`config.mk`:
```
export PLATFORM = sky130hd
export DESIGN_NAME = lsu_pipe_clkgen
export DESIGN_NICKNAME = d
export VERILOG_FILES = /design/src/rtl/lsu_clkgen_pkg.sv /design/src/rtl/lsu_clken_stage.sv /design/src/rtl/rvoclkhdr.sv /design/src/rtl/lsu_pipe_clkgen.sv
export SDC_FILE = /design/constraint.sdc
export NUM_CORES = 1
export LEC_CHECK = 0
export BUFFER_PORTS_ARGS = -buffer_cell sky130_fd_sc_hd__clkbuf_2
export CAP_MARGIN = 15
export CORE_MARGIN = 2
export CORE_UTILIZATION = 50
export DETAILED_ROUTE_END_ITERATION = 16
export GPL_ROUTABILITY_DRIVEN = 0
export PLACE_DENSITY_LB_ADDON = 0.12
export SKIP_LAST_GASP = 1
export SLEW_MARGIN = 20
export SYNTH_ARGS = -nofsm -noshare
export SYNTH_HDL_FRONTEND = slang
export SYNTH_SLANG_ARGS = --single-unit
```
`constraint.sdc`:
```
create_clock -name clk -period 2.9 [get_ports clk]
set_input_delay 0 -clock clk [delete_from_list [all_inputs] [get_ports clk]]
set_output_delay 0 -clock clk [all_outputs]
set_load 0.05 [all_outputs]
```
`src/rtl/lsu_clkgen_pkg.sv`:
```
// Shared defaults and counter sizing helper for the LSU pipe clock generator.
package lsu_clkgen_pkg;

  localparam int DEF_NUM_STAGES    = 5;
  localparam int DEF_FREEZE_STAGES = 3;
  localparam int DEF_HOLD_CYCLES   = 1;
  localparam int DEF_IDLE_TIMEOUT  = 8;
  localparam int DEF_NUM_BUFS      = 4;

  // Bits needed for a down-counter that must hold the value itself.
  function automatic int cnt_width(input int value);
    return (value < 1) ? 1 : $clog2(value + 1);
  endfunction

endpackage

```
`src/rtl/lsu_clken_stage.sv`:
```
// One pipe stage: c1 history flop, c2 hold-over counter and freeze masking.
module lsu_clken_stage
  import lsu_clkgen_pkg::*;
#(
  parameter int HOLD_CYCLES = DEF_HOLD_CYCLES,
  parameter bit FROZEN      = 1'b0
) (
  input  logic clk,
  input  logic rst,
  input  logic c1_req,
  input  logic store_req,
  input  logic clk_override,
  input  logic freeze,
  output logic c1_clken,
  output logic c2_clken,
  output logic store_clken,
  output logic c1q
);

  localparam int HOLD_W = cnt_width(HOLD_CYCLES);

  logic [HOLD_W-1:0] hold_cnt;
  logic              frz;
  logic              c1_raw;

  // Freeze only applies to the early stages and beats override and new valids.
  assign frz         = FROZEN & freeze;
  assign c1_raw      = c1_req | clk_override;
  assign c1_clken    = c1_raw & ~frz;
  assign c2_clken    = (c1_raw | (hold_cnt != '0)) & ~frz;
  assign store_clken = ((c1_clken & store_req) | clk_override) & ~frz;

  always_ff @(posedge clk) begin
    if (rst) begin
      c1q      <= 1'b0;
      hold_cnt <= '0;
    end else begin
      c1q <= c1_clken;
      if (frz) begin
        hold_cnt <= hold_cnt;
      end else if (c1_clken) begin
        hold_cnt <= HOLD_W'(HOLD_CYCLES);
      end else if (hold_cnt != '0) begin
        hold_cnt <= hold_cnt - HOLD_W'(1);
      end
    end
  end

endmodule

```
`src/rtl/rvoclkhdr.sv`:
```
// Latch-based clock header: enable is captured while clk is low, scan_mode forces it on.
module rvoclkhdr (
  input  logic clk,
  input  logic en,
  input  logic scan_mode,
  output logic l1clk
);

  logic en_lat;

  always_latch begin
    if (!clk) en_lat = en | scan_mode;
  end

  assign l1clk = clk & en_lat;

endmodule

```
`src/rtl/lsu_pipe_clkgen.sv`:
```
// LSU pipeline clock-enable generator with free-running domain hysteresis and bus buffer clocks.
module lsu_pipe_clkgen
  import lsu_clkgen_pkg::*;
#(
  parameter int NUM_STAGES    = DEF_NUM_STAGES,
  parameter int FREEZE_STAGES = DEF_FREEZE_STAGES,
  parameter int HOLD_CYCLES   = DEF_HOLD_CYCLES,
  parameter int IDLE_TIMEOUT  = DEF_IDLE_TIMEOUT,
  parameter int NUM_BUFS      = DEF_NUM_BUFS
) (
  input  logic                  clk,
  input  logic                  rst,
  input  logic                  scan_mode,
  input  logic                  clk_override,
  input  logic                  freeze,
  input  logic [NUM_STAGES:0]   stage_valid,
  input  logic [NUM_STAGES:0]   stage_store,
  input  logic                  dma_req,
  input  logic                  dma_write,
  input  logic [NUM_BUFS-1:0]   buf_active,
  input  logic                  bus_clk_en,
  output logic [NUM_STAGES-1:0] c1_clken,
  output logic [NUM_STAGES-1:0] c2_clken,
  output logic [NUM_STAGES-1:0] store_clken,
  output logic [NUM_STAGES-1:0] c1_clk,
  output logic [NUM_STAGES-1:0] c2_clk,
  output logic [NUM_STAGES-1:0] store_clk,
  output logic [NUM_BUFS-1:0]   buf_clk,
  output logic                  free_clken,
  output logic                  free_clk,
  output logic                  idle
);

  localparam int IDLE_W = cnt_width(IDLE_TIMEOUT);

  logic [NUM_STAGES-1:0] c1q;
  logic [IDLE_W-1:0]     idle_cnt;
  logic                  activity;
  logic [1:0]            unused_bits;

  // The free clock must outlive the longest c1q/hold chain, or state could freeze non-zero.
  if (IDLE_TIMEOUT < NUM_STAGES + HOLD_CYCLES) begin : g_bad_timeout
    $error("lsu_pipe_clkgen: IDLE_TIMEOUT must be at least NUM_STAGES+HOLD_CYCLES");
  end
  if (HOLD_CYCLES < 1 || HOLD_CYCLES > 15) begin : g_bad_hold
    $error("lsu_pipe_clkgen: HOLD_CYCLES must be within 1..15");
  end

  assign unused_bits = {c1q[NUM_STAGES-1], stage_store[NUM_STAGES]};

  assign activity = (|stage_valid) | (|buf_active) | dma_req | clk_override;

  always_ff @(posedge clk) begin
    if (rst) begin
      idle_cnt <= '0;
    end else if (activity) begin
      idle_cnt <= IDLE_W'(IDLE_TIMEOUT);
    end else if (idle_cnt != '0) begin
      idle_cnt <= idle_cnt - IDLE_W'(1);
    end
  end

  // Reset keeps the free domain ticking so the stage flops clear synchronously.
  assign free_clken = activity | (idle_cnt != '0) | rst;
  assign idle       = ~free_clken;

  rvoclkhdr u_free_hdr (
    .clk       (clk),
    .en        (free_clken),
    .scan_mode (scan_mode),
    .l1clk     (free_clk)
  );

  for (genvar g = 0; g < NUM_STAGES; g++) begin : g_stage
    logic c1_req;
    logic store_req;

    if (g == 0) begin : g_first
      assign c1_req    = stage_valid[0] | dma_req;
      assign store_req = stage_store[0] | dma_write;
    end else begin : g_rest
      assign c1_req    = stage_valid[g] | c1q[g-1];
      assign store_req = stage_store[g];
    end

    lsu_clken_stage #(
      .HOLD_CYCLES (HOLD_CYCLES),
      .FROZEN      (g < FREEZE_STAGES)
    ) u_stage (
      .clk          (free_clk),
      .rst          (rst),
      .c1_req       (c1_req),
      .store_req    (store_req),
      .clk_override (clk_override),
      .freeze       (freeze),
      .c1_clken     (c1_clken[g]),
      .c2_clken     (c2_clken[g]),
      .store_clken  (store_clken[g]),
      .c1q          (c1q[g])
    );

    rvoclkhdr u_c1_hdr (
      .clk       (clk),
      .en        (c1_clken[g]),
      .scan_mode (scan_mode),
      .l1clk     (c1_clk[g])
    );

    rvoclkhdr u_c2_hdr (
      .clk       (clk),
      .en        (c2_clken[g]),
      .scan_mode (scan_mode),
      .l1clk     (c2_clk[g])
    );

    rvoclkhdr u_store_hdr (
      .clk       (clk),
      .en        (store_clken[g]),
      .scan_mode (scan_mode),
      .l1clk     (store_clk[g])
    );
  end

  for (genvar j = 0; j < NUM_BUFS; j++) begin : g_buf
    rvoclkhdr u_buf_hdr (
      .clk       (clk),
      .en        ((buf_active[j] & bus_clk_en) | clk_override),
      .scan_mode (scan_mode),
      .l1clk     (buf_clk[j])
    );
  end

endmodule

```
==> flow_metrics.py <==
metrics = {
    "routing": {
        "drc": 0,
        "via_per_inst": 6.33,
        "first_pass_iters": 7,
        "drtAntennaViolNets": 0,
        "wl_um": 7760,
        "num_vias": 1951,
        "first_iter_violations": 298,
        "avgRoutedWirePerCell_um": 25.2,
    },
    "pwr": {
        "p_sw_w": 0.00179,
        "seqPwrFrac_pct": 9.3,
        "cellLeakagePower_nw": 1.27,
        "powerDensity_mw_per_mm2": 1600,
        "switching_share_pct": 42.5,
        "p_int_w": 0.00243,
        "irDropWorstVdd_uv": 1710,
        "power_frac_comb_pct": 4.9,
        "p_clk_share_pct": 85.8,
    },
    "layout": {
        "seq_area_um2": 559,
        "final_cell_mix": "clkbuf_2, dlygate4sd3_1, clkbuf_4, and2_4",
        "finalNetCount": 300,
        "multiInputGateArea_um2": 641,
        "final_util_pct": 95.8,
        "antenna_cells": 0,
        "layout_commonest_cell": "clkbuf_2",
        "area_delta_synth_final_pct": 83.2,
        "final_area_mm2": 0.00264,
        "drive_above_1_share_pct": 55.6,
        "fillerInstances": 59,
    },
    "critical_path": {
        "cp-start-kind": "latch",
        "r2r_setup_slack_ns": 0,
        "arrival_ns": 3.07,
        "path_class": "latch -> out",
        "end_kind": "output port",
        "cp.required_ns": 2.90,
        "worst-path-max-fanout": 2,
    },
    "logic_synthesis": {
        "synth_ff_type": "dlxtn_1",
        "synth_edf_count": 0,
        "synth_area_mm2": 0.00144,
        "syn_area_per_cell_um2": 8.01,
        "ys_warn_count": 0,
        "synth-seq-cells": 32,
        "syn_inst": 180,
        "synthArstFlopShare_pct": 0,
        "synth_cell_type_count": 28,
        "syn_nets": 206,
    },
    "floorplan": {
        "die_h_um": 57.7,
        "core_mm2": 0.00276,
        "ioPinCount": 61,
        "dieArea_mm2": 0.00333,
        "start_util_pct": 52.3,
        "rows": 19,
        "die_w_um": 57.7,
    },
    "grt": {
        "grt_max_degree": 18,
        "gr-usage-all-layers_pct": 40.4,
        "grt_pass1_vias": 2147,
        "overflow": 0,
        "antenna_found_initial": 0,
        "grt_pass1_wl_um": 9540,
    },
    "timing": {
        "worst_slew_pin_slew_ns": 0.492,
        "rsz0062_at_grt": "true",
        "max_slew_margin_pct": 66.9,
        "clock-skew-final_ns": 0.205,
        "finalHoldViolations": 0,
        "slew_viol_final": 0,
        "setup_ws_ns": -0.174,
        "setup_violations": 40,
    },
    "placement": {
        "postPlaceCellArea_mm2": 0.00151,
        "place_hpwl_um": 1990,
        "io_buffers": 59,
    },
    "run": {
        "cap_viol_max_count": 0,
    },
    "hold_path": {
        "hold_class": "in -> reg",
    },
    "status": {
        "status": "finished with violations",
        "failed_checks": "negative setup slack",
    },
    "clock_tree": {
        "cts_tree": "done",
        "clk_pin_slew_ns": 0.09,
        "insertion_delay_ns": 0.99,
    },
}
-- power groups by stage --
stage	Combinational, W	Clock, W	Sequential (W)
final	0.000205	0.00362	0.000391
after global routing	0.000210	0.00373	0.000393
after CTS	0.000173	0.00327	0.000384
after detailed placement	0.000131	0.00124	0.000393
after global placement	0.000130	0.00124	0.000392
after floorplan	0.000109	0.00142	0.000391
-- critical path: stages (launching register included) --
cell and delay (ns):
dlxtn_2 0, dlxtn_2 0.28, and2_4 0.15, clkbuf_16 0.17
-- what timing repair did --
item,CTS,global route
pin swaps,19,2
hold buffers,38,0
resized for setup,57,40
hold endpoints to repair,32,0
setup endpoints to repair,40,40
setup buffers,2,0
-- kinds of logic (layout without fill, tap and decap cells) --
logic type | after synthesis | after routing | share of synthesized area [%]
latches | 20 | 20 | 20.8
adder cells (fa/ha/maj) | 2 | 2 | 1.73
multiplexers | 1 | 1 | 0.781
XOR/XNOR | 2 | 2 | 1.21
flip-flops | 12 | 12 | 16.7
AO/OA/AOI/OAI | 16 | 16 | 6.24
buffers and inverters | 49 | 146 | 21.6
AND/OR/NAND/NOR | 78 | 78 | 31.0
-- area by class of cell --
| cell class | instances | area share (%) |
|---|---|---|
| clock buffers | 56 | 28.2 |
| multi-input cells | 99 | 24.2 |
| repair buffers | 79 | 22.3 |
| flip-flops and latches | 32 | 21.2 |
| well taps | 31 | 1.47 |
| clock inverters | 2 | 1.33 |
| inverters | 9 | 1.28 |
-- final timing paths --
check	startpoint	to	cells after the start
setup / recovery	u_free_hdr.en_lat$_DLATCH_N_	free_clk	3
hold / removal	freeze	g_stage[0].u_stage.hold_cnt$_SDFFE_PP0N_	4
setup reg to reg	idle_cnt[0]$_SDFFE_PP0P_	u_free_hdr.en_lat$_DLATCH_N_	4
min in group gated	u_free_hdr.en_lat$_DLATCH_N_	clock gate	0
hold reg to reg	g_stage[0].u_stage.hold_cnt$_SDFFE_PP0N_	g_stage[0].u_stage.hold_cnt$_SDFFE_PP0N_	2
max in group gated	u_free_hdr.en_lat$_DLATCH_N_	clock gate	1
-- flip-flops by register name, indices dropped and copies added, names as in the netlist --
| register | flops |
|---|---|
| g_stage.u_c1_hdr.en_lat | 5 |
| g_stage.u_c2_hdr.en_lat | 5 |
| g_stage.u_stage.c1q | 4 |
| g_buf.u_buf_hdr.en_lat | 4 |
| idle_cnt | 4 |
| g_stage.u_store_hdr.en_lat | 5 |
| g_stage.u_stage.hold_cnt | 4 |
| u_free_hdr.en_lat | 1 |
-- cells in the mapped netlist (all sizes together) (4+ instances only) --
| cell | number | share of area (%) |
|---|---|---|
| or3 | 5 | 2.4 |
| o21ai | 4 | 1.4 |
| and2 | 20 | 8.7 |
| a21oi | 9 | 3.1 |
| buf | 34 | 18 |
| nor2 | 6 | 1.6 |
| nor3 | 7 | 2.4 |
| clkbuf | 6 | 1.6 |
| dlxtn | 20 | 21 |
| or2 | 15 | 6.5 |
| dfxtp | 12 | 17 |
| inv | 9 | 2.3 |
| nand2 | 14 | 3.6 |
-- stage by stage --
| step | power [W] | hold slack (ns) | std cells | setup TNS [ns] | worst slack, ns |
|---|---|---|---|---|---|
| after floorplan | 0.00192 | 0.0716 | 180 | 0 | 0.0595 |
| after global placement | 0.00177 | 0.227 | 232 | 0 | 0.180 |
| after detailed placement | 0.00177 | 0.230 | 232 | 0 | 0.157 |
| after CTS | 0.00382 | 0.0534 | 309 | -1.18 | -0.182 |
| after global routing | 0.00433 | 0.176 | 308 | -3.16 | -0.392 |
| final | 0.00422 | 0.200 | 308 | -1.88 | -0.174 |
-- per-layer routing --
layer  GRT usage [%]  vias to the layer above  wire length [um]
met4            46.5                        0               862
met1            36.6                      841              2420
met5               0                        -                 0
li1                -                      734                 -
met3            23.0                      124              1090
met2            58.8                      252              3400
(Power assumes the default switching activity.)
